[src/rtl/ctrl_mc.sv]
// Multi-cycle RV32I control FSM (FETCH/DECODE/EXEC/MEM/WB/TRAP) with a memory req/ready
// handshake, a bounded memory wait and an illegal-instruction / bus-error trap state.
module ctrl_mc #(
  parameter int unsigned MEM_TIMEOUT  = 16,
  parameter bit          HALT_ON_TRAP = 1'b1
) (
  input  logic       clk_i,
  input  logic       rst_i,
  input  logic [4:0] opcode_i,
  input  logic [2:0] func3_i,
  input  logic [6:0] func7_i,
  input  logic       b_i,
  input  logic       mem_ready_i,
  output logic       mem_req_o,
  output logic       we_o,
  output logic       ir_we_o,
  output logic       pc_we_o,
  output logic       reg_wr_o,
  output logic [2:0] imm_type_o,
  output logic [3:0] alu_op_o,
  output logic [2:0] cmp_op_o,
  output logic [1:0] pc_sel_o,
  output logic       mem_sel_o,
  output logic [1:0] rd_sel_o,
  output logic       alu1_sel_o,
  output logic       alu2_sel_o,
  output logic [2:0] sel_type_o,
  output logic       illegal_o,
  output logic       bus_err_o,
  output logic [2:0] state_o
);

  localparam logic [4:0] OPC_LOAD   = 5'b00000;
  localparam logic [4:0] OPC_OP_IMM = 5'b00100;
  localparam logic [4:0] OPC_AUIPC  = 5'b00101;
  localparam logic [4:0] OPC_STORE  = 5'b01000;
  localparam logic [4:0] OPC_OP     = 5'b01100;
  localparam logic [4:0] OPC_LUI    = 5'b01101;
  localparam logic [4:0] OPC_BRANCH = 5'b11000;
  localparam logic [4:0] OPC_JALR   = 5'b11001;
  localparam logic [4:0] OPC_JAL    = 5'b11011;

  typedef enum logic [2:0] {
    S_FETCH  = 3'b000,
    S_DECODE = 3'b001,
    S_EXEC   = 3'b010,
    S_MEM    = 3'b011,
    S_WB     = 3'b100,
    S_TRAP   = 3'b101
  } state_t;

  typedef struct packed {
    logic [2:0] imm_type;
    logic [3:0] alu_op;
    logic [2:0] cmp_op;
    logic [1:0] pc_sel;
    logic       mem_sel;
    logic [1:0] rd_sel;
    logic       alu1_sel;
    logic       alu2_sel;
    logic [2:0] sel_type;
  } sel_t;

  state_t     state_q;
  sel_t       sel_q;
  sel_t       dec_d;
  sel_t       trap_d;
  logic       mem_req_q, we_q, pc_we_q, reg_wr_q, illegal_q, bus_err_q;
  logic [7:0] wait_q;
  logic       legal_d, f7_ok, timeout;
  logic       is_load, is_store, is_branch, is_link, is_lui;

  function automatic logic [3:0] alu_dec(input logic [2:0] f3, input logic alt, input logic sub_ok);
    logic [3:0] op;
    case (f3)
      3'b000:  op = (alt && sub_ok) ? 4'b0001 : 4'b0000;
      3'b001:  op = 4'b0101;
      3'b010:  op = 4'b1000;
      3'b011:  op = 4'b1001;
      3'b100:  op = 4'b0010;
      3'b101:  op = alt ? 4'b0111 : 4'b0110;
      3'b110:  op = 4'b0011;
      default: op = 4'b0100;
    endcase
    return op;
  endfunction

  always_comb begin
    is_load   = (opcode_i == OPC_LOAD);
    is_store  = (opcode_i == OPC_STORE);
    is_branch = (opcode_i == OPC_BRANCH);
    is_link   = (opcode_i == OPC_JAL) || (opcode_i == OPC_JALR);
    is_lui    = (opcode_i == OPC_LUI);
    f7_ok     = (func7_i == 7'b0000000) || (func7_i == 7'b0100000);
    timeout   = (wait_q == 8'(MEM_TIMEOUT - 1));
    trap_d        = '0;
    trap_d.pc_sel = HALT_ON_TRAP ? 2'b00 : 2'b11;
    dec_d   = '0;
    legal_d = 1'b1;
    case (opcode_i)
      OPC_OP: begin
        dec_d.alu_op = alu_dec(func3_i, func7_i[5], 1'b1);
        legal_d      = f7_ok;
      end
      OPC_OP_IMM: begin
        dec_d.imm_type = 3'b100;
        dec_d.alu_op   = alu_dec(func3_i, func7_i[5], 1'b0);
        dec_d.alu2_sel = 1'b1;
        legal_d        = f7_ok;
      end
      OPC_LOAD, OPC_STORE: begin
        dec_d.imm_type = is_store ? 3'b011 : 3'b100;
        dec_d.alu2_sel = 1'b1;
        dec_d.sel_type = func3_i;
      end
      OPC_LUI, OPC_AUIPC: begin
        dec_d.imm_type = 3'b001;
        dec_d.alu1_sel = !is_lui;
        dec_d.alu2_sel = 1'b1;
      end
      OPC_JAL: begin
        dec_d.imm_type = 3'b010;
        dec_d.alu1_sel = 1'b1;
        dec_d.alu2_sel = 1'b1;
      end
      OPC_JALR: begin
        dec_d.imm_type = 3'b100;
        dec_d.alu2_sel = 1'b1;
      end
      OPC_BRANCH: begin
        dec_d.imm_type = 3'b101;
        dec_d.alu1_sel = 1'b1;
        dec_d.alu2_sel = 1'b1;
        dec_d.cmp_op   = func3_i;
      end
      default: legal_d = 1'b0;
    endcase
  end

  // The counter only runs while a request is actually outstanding.
  always_ff @(posedge clk_i) begin
    if (rst_i) begin
      state_q   <= S_FETCH;
      sel_q     <= '0;
      mem_req_q <= 1'b0;
      we_q      <= 1'b0;
      pc_we_q   <= 1'b0;
      reg_wr_q  <= 1'b0;
      illegal_q <= 1'b0;
      bus_err_q <= 1'b0;
      wait_q    <= '0;
    end else begin
      pc_we_q  <= 1'b0;
      reg_wr_q <= 1'b0;
      case (state_q)
        S_FETCH: begin
          if (mem_req_q && mem_ready_i) begin
            state_q   <= S_DECODE;
            mem_req_q <= 1'b0;
            wait_q    <= '0;
          end else if (mem_req_q && timeout) begin
            state_q   <= S_TRAP;
            mem_req_q <= 1'b0;
            bus_err_q <= 1'b1;
            sel_q     <= trap_d;
            pc_we_q   <= !HALT_ON_TRAP;
            wait_q    <= '0;
          end else begin
            mem_req_q <= 1'b1;
            if (mem_req_q) wait_q <= wait_q + 8'd1;
          end
        end
        S_DECODE: begin
          if (!legal_d) begin
            state_q   <= S_TRAP;
            illegal_q <= 1'b1;
            sel_q     <= trap_d;
            pc_we_q   <= !HALT_ON_TRAP;
          end else begin
            state_q <= S_EXEC;
            sel_q   <= dec_d;
            pc_we_q <= is_branch;
          end
        end
        S_EXEC: begin
          if (is_branch) begin
            state_q   <= S_FETCH;
            sel_q     <= '0;
            mem_req_q <= 1'b1;
          end else if (is_load || is_store) begin
            state_q       <= S_MEM;
            sel_q.mem_sel <= 1'b1;
            mem_req_q     <= 1'b1;
            we_q          <= is_store;
            wait_q        <= '0;
          end else begin
            state_q      <= S_WB;
            reg_wr_q     <= 1'b1;
            pc_we_q      <= 1'b1;
            sel_q.rd_sel <= is_lui ? 2'b11 : (is_link ? 2'b10 : 2'b00);
            sel_q.pc_sel <= is_link ? 2'b01 : 2'b00;
          end
        end
        S_MEM: begin
          if (mem_ready_i) begin
            we_q   <= 1'b0;
            wait_q <= '0;
            if (we_q) begin
              state_q <= S_FETCH;
              sel_q   <= '0;
            end else begin
              state_q       <= S_WB;
              mem_req_q     <= 1'b0;
              reg_wr_q      <= 1'b1;
              pc_we_q       <= 1'b1;
              sel_q.mem_sel <= 1'b0;
              sel_q.rd_sel  <= 2'b01;
            end
          end else if (timeout) begin
            state_q   <= S_TRAP;
            mem_req_q <= 1'b0;
            we_q      <= 1'b0;
            bus_err_q <= 1'b1;
            sel_q     <= trap_d;
            pc_we_q   <= !HALT_ON_TRAP;
            wait_q    <= '0;
          end else begin
            wait_q <= wait_q + 8'd1;
          end
        end
        S_WB: begin
          state_q   <= S_FETCH;
          sel_q     <= '0;
          mem_req_q <= 1'b1;
        end
        S_TRAP: begin
          if (!HALT_ON_TRAP) begin
            state_q   <= S_FETCH;
            sel_q     <= '0;
            mem_req_q <= 1'b1;
            illegal_q <= 1'b0;
            bus_err_q <= 1'b0;
          end
        end
        default: begin
          state_q   <= S_FETCH;
          sel_q     <= '0;
          mem_req_q <= 1'b0;
          we_q      <= 1'b0;
        end
      endcase
    end
  end

  // Instruction/store completion and the branch decision use same-cycle handshake/compare.
  assign ir_we_o    = (state_q == S_FETCH) && mem_req_q && mem_ready_i;
  assign pc_we_o    = pc_we_q || ((state_q == S_MEM) && we_q && mem_ready_i);
  assign pc_sel_o   = ((state_q == S_EXEC) && is_branch && b_i) ? 2'b10 : sel_q.pc_sel;
  assign mem_req_o  = mem_req_q;
  assign we_o       = we_q;
  assign reg_wr_o   = reg_wr_q;
  assign imm_type_o = sel_q.imm_type;
  assign alu_op_o   = sel_q.alu_op;
  assign cmp_op_o   = sel_q.cmp_op;
  assign mem_sel_o  = sel_q.mem_sel;
  assign rd_sel_o   = sel_q.rd_sel;
  assign alu1_sel_o = sel_q.alu1_sel;
  assign alu2_sel_o = sel_q.alu2_sel;
  assign sel_type_o = sel_q.sel_type;
  assign illegal_o  = illegal_q;
  assign bus_err_o  = bus_err_q;
  assign state_o    = state_q;

endmodule

[config.mk]
export PLATFORM = sky130hd
export DESIGN_NAME = ctrl_mc
export DESIGN_NICKNAME = d
export VERILOG_FILES = /design/src/rtl/ctrl_mc.sv
export SDC_FILE = /design/constraint.sdc
export NUM_CORES = 1
export LEC_CHECK = 0
export BUFFER_PORTS_ARGS = -buffer_cell sky130_fd_sc_hd__buf_4
export CORE_MARGIN = 2
export CORE_UTILIZATION = 40
export CTS_CLUSTER_DIAMETER = 30
export CTS_CLUSTER_SIZE = 20
export DETAILED_ROUTE_END_ITERATION = 16
export PLACE_DENSITY = 0.73
export SLEW_MARGIN = 10
export SYNTH_ARGS = -nofsm -noshare
export SYNTH_HDL_FRONTEND = slang
export SYNTH_SLANG_ARGS = --single-unit
export TNS_END_PERCENT = 100
[constraint.sdc]
create_clock -name clk_i -period 4.55 [get_ports clk_i]
set_input_delay 0.2275 -clock clk_i [delete_from_list [all_inputs] [get_ports clk_i]]
set_output_delay 0.2275 -clock clk_i [all_outputs]
set_load 0.005 [all_outputs]
==> impl_metrics.ini, run 1 <==
[grt]
antenna_found_initial = 0
grt_max_degree = 24
grtUsageTotal = 0.185
grt_pass1_wl_um = 9260
grt_remaining_overflow = 0
grt_pass1_vias = 1917

[timing]
min_period_ns = 2.42
fin_tns_setup_ns = 0
final.setup_skew_ns = 0.0102
hold_violations = 0
max_freq_mhz = 412
maxSlewHeadroom = 0.548
fin_crit_sh = 0.533
slew_violations = 0
setup_violations = 0
rsz0062_at_grt = false
tightestPinTransition_ns = 0.677

[layout]
nets = 315
antenna_cells = 0
final_common_cell = buf_4
syn_to_final_growth_pct = 16.0
drive_gt1_frac = 0.240
mostFrequentLayoutCells = buf_4, dfxtp_1, nor2_1, nand2_1, a21oi_1

[synthesis]
ys_types = 60
synth_compound_area_frac = 0.284
synth_area_sq_um = 2220
ys_ff_latch = 36
synth_nets = 294
synth_xor_area_frac = 0.00395
yosys.area_share.simple = 0.266
syn_inst = 274
muxShareOfSynthArea = 0.00508
avgSynthCellArea_sq_um = 8.09
yosysWarnings = 0
seq_area_frac_synth = 0.325
synth_fa_ha_area_frac = 0.00564
synthArstFlopShare = 0
synth_edf_count = 0
synth_top_family_by_area = compound AO/OA/AOI/OAI gates
synth_ff_type = dfxtp_1

[die]
die_w_um = 78.5
die_area_sq_um = 6150
num_rows = 27
core_region_area_sq_um = 5440
io-pin-count = 49
start_util = 0.408
die_h_um = 78.5

[critical_path]
crit_start = state_o[1]
start_kind = flop
r2r_start = state_o[1]
reg2reg_depth = 5
end_kind = flop
crit_type = flop to flop
reg2reg_slack_ns = 2.13
arrival_ns = 2.66
crit_fanout = 23
critical_path_required_ns = 4.78
r2r-end = cmp_op_o[2]

[detailed_routing]
drt-pass1-iter-count = 4
drt_wl_total_um = 5560
routedWlPerCell_um = 15.1
num_vias = 2117
ant_nets = 0
drc = 0
dr.first_iter.drc_count = 219
viasPerCell = 5.75

[run_status]
status = finished clean

[cts]
clkSinkCount = 36
cts_tree = built
cts_root_buffer = clkbuf_8
cts_buffers = 5
post_cts_resize_count = 0
holdBufCountCts = 0
clockBufferDepth = 2
clk_latency_ns = 0.29
htree_num_levels = 2
post_cts_buffers = 0
clk_pin_slew_worst_paths_ns = 0.07

[pwr]
p_per_area_nw_per_um2 = 320
cellLeakagePower_nw = 0.973
vdd_ir_drop_max_uv = 174
power_mw = 0.823

[place]
gp_congestion = 0.878
port_buffers = 48
hpwl_um = 4150

[worst_hold_path]
whs_endpoint = sel_type_o[2]
min_from = func3_i[2]
holdPathStages = 2
hold_path_class = input port to flop

[job]
max_cap_violations = 0
-- report_power, final --
group          switching, mW  leakage (nW)  total, mW  internal (mW)
clock                  0.119        0.0541      0.281          0.162
combinational          0.106         0.628      0.184         0.0780
sequential            0.0294         0.291      0.358          0.329
total                  0.254         0.973      0.823          0.569
-- cell usage after synthesis (4+ instances only) --
master / count / area, sq um
a21oi_1: 15 / 75.1
nor2b_1: 7 / 43.8
nand2b_1: 6 / 37.5
a211oi_1: 5 / 37.5
inv_1: 10 / 37.5
buf_2: 9 / 45.0
a22o_1: 10 / 87.6
o22ai_1: 7 / 43.8
a32o_1: 7 / 70.1
buf_4: 16 / 120
nor2_1: 24 / 90.1
nor3_1: 8 / 40.0
nand3b_1: 4 / 30.0
nand2_1: 22 / 82.6
nand3_1: 8 / 40.0
dfxtp_1: 36 / 721
o21ai_0: 10 / 50.1
clkbuf_1: 8 / 30.0
-- state kept, by name, indices dropped and copies added (netlist names), 2 cells and up --
register	cells
cmp_op_o	3
state_o	3
imm_type_o	3
wait_q	8
sel_type_o	3
alu_op_o	4
rd_sel_o	2
-- per-layer routing --
metal  share of wire  track usage  vias to the layer above
met5               0            0                        -
met4          0.0085       0.0421                        0
met3           0.054       0.0322                        5
met2            0.46        0.291                       65
met1            0.48        0.263                     1004
li1                -            -                     1043
-- logic make-up after synthesis --
group,Yosys count
AND/OR/NAND/NOR,106
AO/OA/AOI/OAI,85
multiplexers,1
XOR/XNOR,1
buffers and inverters,44
adder cells (fa/ha/maj),1
flip-flops,36
-- worst max path at each step --
| stage | slack (ns) | to | cells after the start |
|---|---|---|---|
| final | 2.13 | cmp_op_o[2] | 5 |
| after floorplan | 2.70 | imm_type_o[1] | 7 |
| after global placement | 2.33 | sel_type_o[1] | 5 |
| after detailed placement | 2.18 | sel_type_o[1] | 5 |
| after CTS | 2.18 | sel_type_o[1] | 5 |
| after global routing | 1.89 | imm_type_o[1] | 5 |
-- through the flow --
stage          hold slack (ns)  setup WS, ns  cell area (sq um)  cells  utilization
4_1_cts                  0.203          2.18               2570    368        0.473
3_5_place_dp             0.453          2.18               2460    360        0.452
6_report                 0.205          2.13               2570    368        0.473
5_1_grt                  0.197          1.89               2570    368        0.473
3_3_place_gp             0.447          2.33               2460    360        0.452
2_1_floorplan            0.353          2.70               2220    274            -
-- critical path: stages (launching register included) --
cell     delay (ns)
dfxtp_1        0.74
nor2b_2        0.39
nor2b_1        0.32
a21oi_1        0.13
a21oi_2        0.54
a22o_1         0.24
-- final cells by class --
type                       count  area [sq um]
tap                           72          90.1
clock buffer                   5          68.8
multi-input combinational    194          1250
inverter                      10          37.5
timing repair buffer          48           360
sequential                    36           721
clock inverter                 3          42.5
fill                         553          2870
(Power assumes the default switching activity.)
==> inputs of run 2 (changes only) <==
--- a/config.mk
+++ b/config.mk
@@ -5,13 +5,14 @@
 export SDC_FILE = /design/constraint.sdc
 export NUM_CORES = 1
 export LEC_CHECK = 0
+export ABC_AREA = 1
 export BUFFER_PORTS_ARGS = -buffer_cell sky130_fd_sc_hd__buf_4
 export CORE_MARGIN = 2
 export CORE_UTILIZATION = 40
 export CTS_CLUSTER_DIAMETER = 30
 export CTS_CLUSTER_SIZE = 20
 export DETAILED_ROUTE_END_ITERATION = 16
-export PLACE_DENSITY = 0.73
+export PLACE_DENSITY = 0.76
 export SLEW_MARGIN = 10
 export SYNTH_ARGS = -nofsm -noshare
 export SYNTH_HDL_FRONTEND = slang
==> constraint.sdc (replaced) <==
create_clock -name clk_i -period 2.13 [get_ports clk_i]
set_input_delay 0.1065 -clock clk_i [delete_from_list [all_inputs] [get_ports clk_i]]
set_output_delay 0.1065 -clock clk_i [all_outputs]
set_load 0.005 [all_outputs]
==> impl_metrics.ini, run 2 <==
[run_status]
status = finished clean

[synthesis]
netlist_top_cells_count = nand2_1, nor2_1, nand3_1, dfxtp_1, inv_1
synth_nets = 349
synth_most_common_cell = nand2_1
synthArstFlopShare = 0
avgSynthCellArea_sq_um = 6.46
synth_edf_count = 0
syn_inst = 329
synth_ff_type = dfxtp_1
seq_area_frac_synth = 0.339
ys_types = 31
yosysWarnings = 0
synth_top_area_frac = 0.339
yosys-top-cells-area = dfxtp_1, nand2_1, nand3_1
post-synth-top-area-cell = dfxtp_1
synth_area_sq_um = 2120
ys_ff_latch = 36

[place]
pre_cts_slack_ns = 0.313
port_buffers = 48
gp_congestion = 0.943
placed_area_sq_um = 2430
hpwl_um = 3920
dp.cells = 427

[grt]
grt_pass1_vias = 1939
antenna_found_initial = 0
grtUsageTotal = 0.183
grt_max_degree = 28
grt_pass1_wl_um = 8910
grt_remaining_overflow = 0

[cts]
cts_tree = built
holdBufCountCts = 0
clkSinkCount = 36
clk_pin_slew_worst_paths_ns = 0.08
htree_num_levels = 2
post_cts_buffers = 0
clockBufferDepth = 2
post_cts_resize_count = 0
cts_buffers = 5
cts_root_buffer = clkbuf_8
clk_latency_ns = 0.29

[die]
core_region_area_sq_um = 5110
die_area_sq_um = 5910
io-pin-count = 49
die_h_um = 76.9
start_util = 0.416
num_rows = 26
die_w_um = 76.9

[worst_hold_path]
min_from = func3_i[1]
whs_endpoint = sel_type_o[1]
hold_path_class = input port to flop
holdPathStages = 3

[timing]
hold_violations = 0
whs_ns = 0.122
max_freq_mhz = 535
tightestPinTransition_ns = 0.485
fin_crit_sh = 0.878
fin_tns_setup_ns = 0
maxSlewHeadroom = 0.677
slew_violations = 0
setup_violations = 0
setup_slack_ns = 0.259
rsz0062_at_grt = false
final.setup_skew_ns = 0.00957
min_period_ns = 1.87

[critical_path]
end_kind = flop
reg2reg_slack_ns = 0.26
crit_type = flop to flop
crit_slowest_cell = dfxtp_1
r2r_start = state_o[1]
arrival_ns = 2.04
reg2reg_depth = 7
critPathMostFrequentCell = nand2_1
cp_cell_sequence = nor2_1 > nand3_1 > nand2_1 > nor2_2 > nand3_2 > nand2_1 > a21oi_1
r2r-end = cmp_op_o[2]
critPathMaxStageDelay_ns = 0.63
critical_path_required_ns = 2.30
start_kind = flop
crit_fanout = 15

[detailed_routing]
drt-pass1-iter-count = 5
viasPerCell = 4.86
routedWlPerCell_um = 11.8
drc = 0
dr.first_iter.drc_count = 228
ant_nets = 0
num_vias = 2113
drt_wl_total_um = 5150

[layout]
largest-register = wait_q
syn_to_final_growth_pct = 18.7
nets = 384
design_area_sq_um = 2520
largest_reg_flops = 8
nFillCells = 528
fin_cells = 435
drive_gt1_frac = 0.211
final_common_cell = nand2_1
antenna_cells = 0
mostFrequentLayoutCells = nand2_1, buf_4, nor2_1, nand3_1

[pwr]
cellLeakagePower_nw = 1.16
p_per_area_nw_per_um2 = 850
vdd_ir_drop_max_uv = 505

[job]
max_cap_violations = 0
## run 2: changes by cell type after synthesis, moves of 10 or more
cell,before,now
a22o_1,10,0
nand2_1,22,77
nand3_1,8,39
inv_1,10,36
a21oi_1,15,32
nor2_1,24,45
## run 2: routing by layer
layer	wire length [um]	part of all wire	vias up	global-route usage
met5	0	0	-	0
met4	61	0.012	0	0.0545
met3	241	0.047	4	0.0271
met2	2390	0.46	55	0.295
met1	2460	0.48	946	0.252
li1	-	-	1108	-
## run 2: cell families after synthesis
group,share of synthesized area
AND/OR/NAND/NOR,0.408
buffers and inverters,0.137
AO/OA/AOI/OAI,0.102
flip-flops,0.339
XOR/XNOR,0.00825
adder cells (fa/ha/maj),0.00589
## run 2: worst max-delay path by stage
stage / from / slack (ns) / to
finish: state_o[1] / 0.26 / cmp_op_o[2]
global route: state_o[1] / 0.08 / sel_type_o[0]
CTS: state_o[1] / 0.29 / cmp_op_o[2]
detailed placement: state_o[1] / 0.31 / cmp_op_o[1]
global placement: state_o[1] / 0.32 / imm_type_o[2]
floorplan: wait_q[0] / 0.60 / alu_op_o[0]
## run 2: critical path, delay by kind of cell (launching register included)
kind	cells	cell delay [ns]
AND/OR/NAND/NOR	6	1.06
AO/OA/AOI/OAI	1	0.08
flip-flops	1	0.63
## run 2: per-stage QoR
| step | power [mW] | util |
|---|---|---|
| CTS | 2.15 | 0.494 |
| global placement | 1.64 | 0.476 |
| detailed placement | 1.65 | 0.476 |
| floorplan | 1.42 | - |
| finish | 2.14 | 0.494 |
| global route | 2.32 | 0.494 |
## run 2: power breakdown
group          switching (mW)  internal (mW)  leakage (nW)
registers              0.0874          0.743         0.291
logic                   0.495          0.310         0.828
clock network           0.276          0.232        0.0445
## run 2: layout make-up
cell class	count	area [sq um]	area share
Clock inverter	3	21.3	0.00843
Sequential cell	36	721	0.286
Multi-Input combinational cell	234	1110	0.441
Timing Repair Buffer	49	368	0.146
Inverter	38	143	0.0565
Clock buffer	5	68.8	0.0273
Tap cell	70	87.6	0.0347
==> inputs of run 3 (changes only) <==
--- a/config.mk
+++ b/config.mk
@@ -8,11 +8,11 @@
 export ABC_AREA = 1
 export BUFFER_PORTS_ARGS = -buffer_cell sky130_fd_sc_hd__buf_4
 export CORE_MARGIN = 2
-export CORE_UTILIZATION = 40
+export CORE_UTILIZATION = 48
 export CTS_CLUSTER_DIAMETER = 30
 export CTS_CLUSTER_SIZE = 20
 export DETAILED_ROUTE_END_ITERATION = 16
-export PLACE_DENSITY = 0.76
+export PLACE_DENSITY = 0.86
 export SLEW_MARGIN = 10
 export SYNTH_ARGS = -nofsm -noshare
 export SYNTH_HDL_FRONTEND = slang
==> impl_metrics.ini, run 3 (synthesis gave the netlist of run 2 again) <==
[pwr]
p_per_area_nw_per_um2 = 892
power_mw = 2.25
cellLeakagePower_nw = 1.17
vdd_ir_drop_max_uv = 459

[cts]
clockBufferDepth = 2
htree_num_levels = 2
cts_root_buffer = clkbuf_8
cts_buffers = 5
post_cts_resize_count = 0
clk_pin_slew_worst_paths_ns = 0.08
clk_latency_ns = 0.30
clkSinkCount = 36
holdBufCountCts = 0
cts_tree = built
post_cts_buffers = 0

[timing]
hold_violations = 0
final.setup_skew_ns = 0.0131
tightestPinTransition_ns = 0.410
maxSlewHeadroom = 0.726
fin_tns_setup_ns = 0
setup_violations = 0
slew_violations = 0
fin_crit_sh = 0.877
rsz0062_at_grt = false
min_period_ns = 1.87
max_freq_mhz = 536

[die]
core_region_area_sq_um = 4290
start_util = 0.495
die_w_um = 70.5
die_h_um = 70.5
io-pin-count = 49
num_rows = 24
die_area_sq_um = 4970

[grt]
grtUsageTotal = 0.211
grt_pass1_wl_um = 8620
grt_pass1_vias = 2024
grt_remaining_overflow = 0
antenna_found_initial = 0
grt_max_degree = 28

[detailed_routing]
drc = 0
drt-pass1-iter-count = 4
num_vias = 2154
viasPerCell = 5.17
routedWlPerCell_um = 12.3
dr.first_iter.drc_count = 151
ant_nets = 0
drt_wl_total_um = 5130

[layout]
mostFrequentLayoutCells = nand2_1, buf_4, nor2_1, nand3_1
nFillCells = 430
multi_input_area_sq_um = 1110
nets = 384
largest_reg_flops = 8
largest-register = wait_q
seqCellArea_sq_um = 721
drive_gt1_frac = 0.211
syn_to_final_growth_pct = 18.7
fin_cells = 417
antenna_cells = 0
final_common_cell = nand2_1

[critical_path]
crit_start = wait_q[0]
crit_fanout = 15
critical_path_required_ns = 2.30
end_kind = flop
crit_type = flop to flop
reg2reg_slack_ns = 0.26
r2r_start = wait_q[0]
arrival_ns = 2.04
start_kind = flop

[place]
gp_congestion = 0.899
port_buffers = 48
dp.cells = 409
hpwl_um = 3890

[worst_hold_path]
hold_path_class = input port to flop
min_from = func3_i[1]

[run_status]
status = finished clean

[job]
max_cap_violations = 0
==> run 3: final timing paths <==
kind,to,depth (start not counted)
worst min-delay path,cmp_op_o[1],3
worst min register to register,illegal_o,2
worst max-delay path,imm_type_o[2],8
worst max register to register,imm_type_o[2],8
==> run 3: per-layer routing <==
metal | GRT usage | wire length [um]
met1 | 0.255 | 2120
met2 | 0.369 | 2560
met3 | 0.0499 | 369
met4 | 0.0755 | 85
met5 | 0 | 0
==> run 3: stage by stage <==
| stage | cell area (sq um) | utilization | setup slack (ns) | hold WS [ns] |
|---|---|---|---|---|
| finish | 2520 | 0.587 | 0.263 | 0.118 |
| global route | 2520 | 0.587 | 0.0660 | 0.129 |
| CTS | 2520 | 0.587 | 0.275 | 0.111 |
| detailed placement | 2410 | 0.561 | 0.308 | 0.429 |
| global placement | 2410 | 0.561 | 0.395 | 0.422 |
| floorplan | 2120 | - | 0.596 | 0.271 |
==> run 3: power by group <==
part / switching, mW / total (mW) / internal, mW / leakage (nW)
clock network: 0.263 / 0.609 / 0.346 / 0.0541
logic: 0.499 / 0.809 / 0.310 / 0.828
registers: 0.0876 / 0.831 / 0.744 / 0.291
total: 0.850 / 2.25 / 1.40 / 1.17
==> run 3: layout make-up <==
cell class | count | area share
multi-input combinational | 234 | 0.442
sequential | 36 | 0.286
timing repair buffer | 49 | 0.146
inverter | 38 | 0.0566
clock buffer | 5 | 0.0273
tap | 52 | 0.0258
clock inverter | 3 | 0.0169
==> run 3: critical path, stage by stage, from the launching register on <==
cell,delay [ns]
dfxtp_1,0.38
ha_1,0.21
nand3_1,0.13
nor2_2,0.23
nand2_1,0.15
nand2_2,0.13
nand3_2,0.29
nand2_1,0.15
a21oi_1,0.08
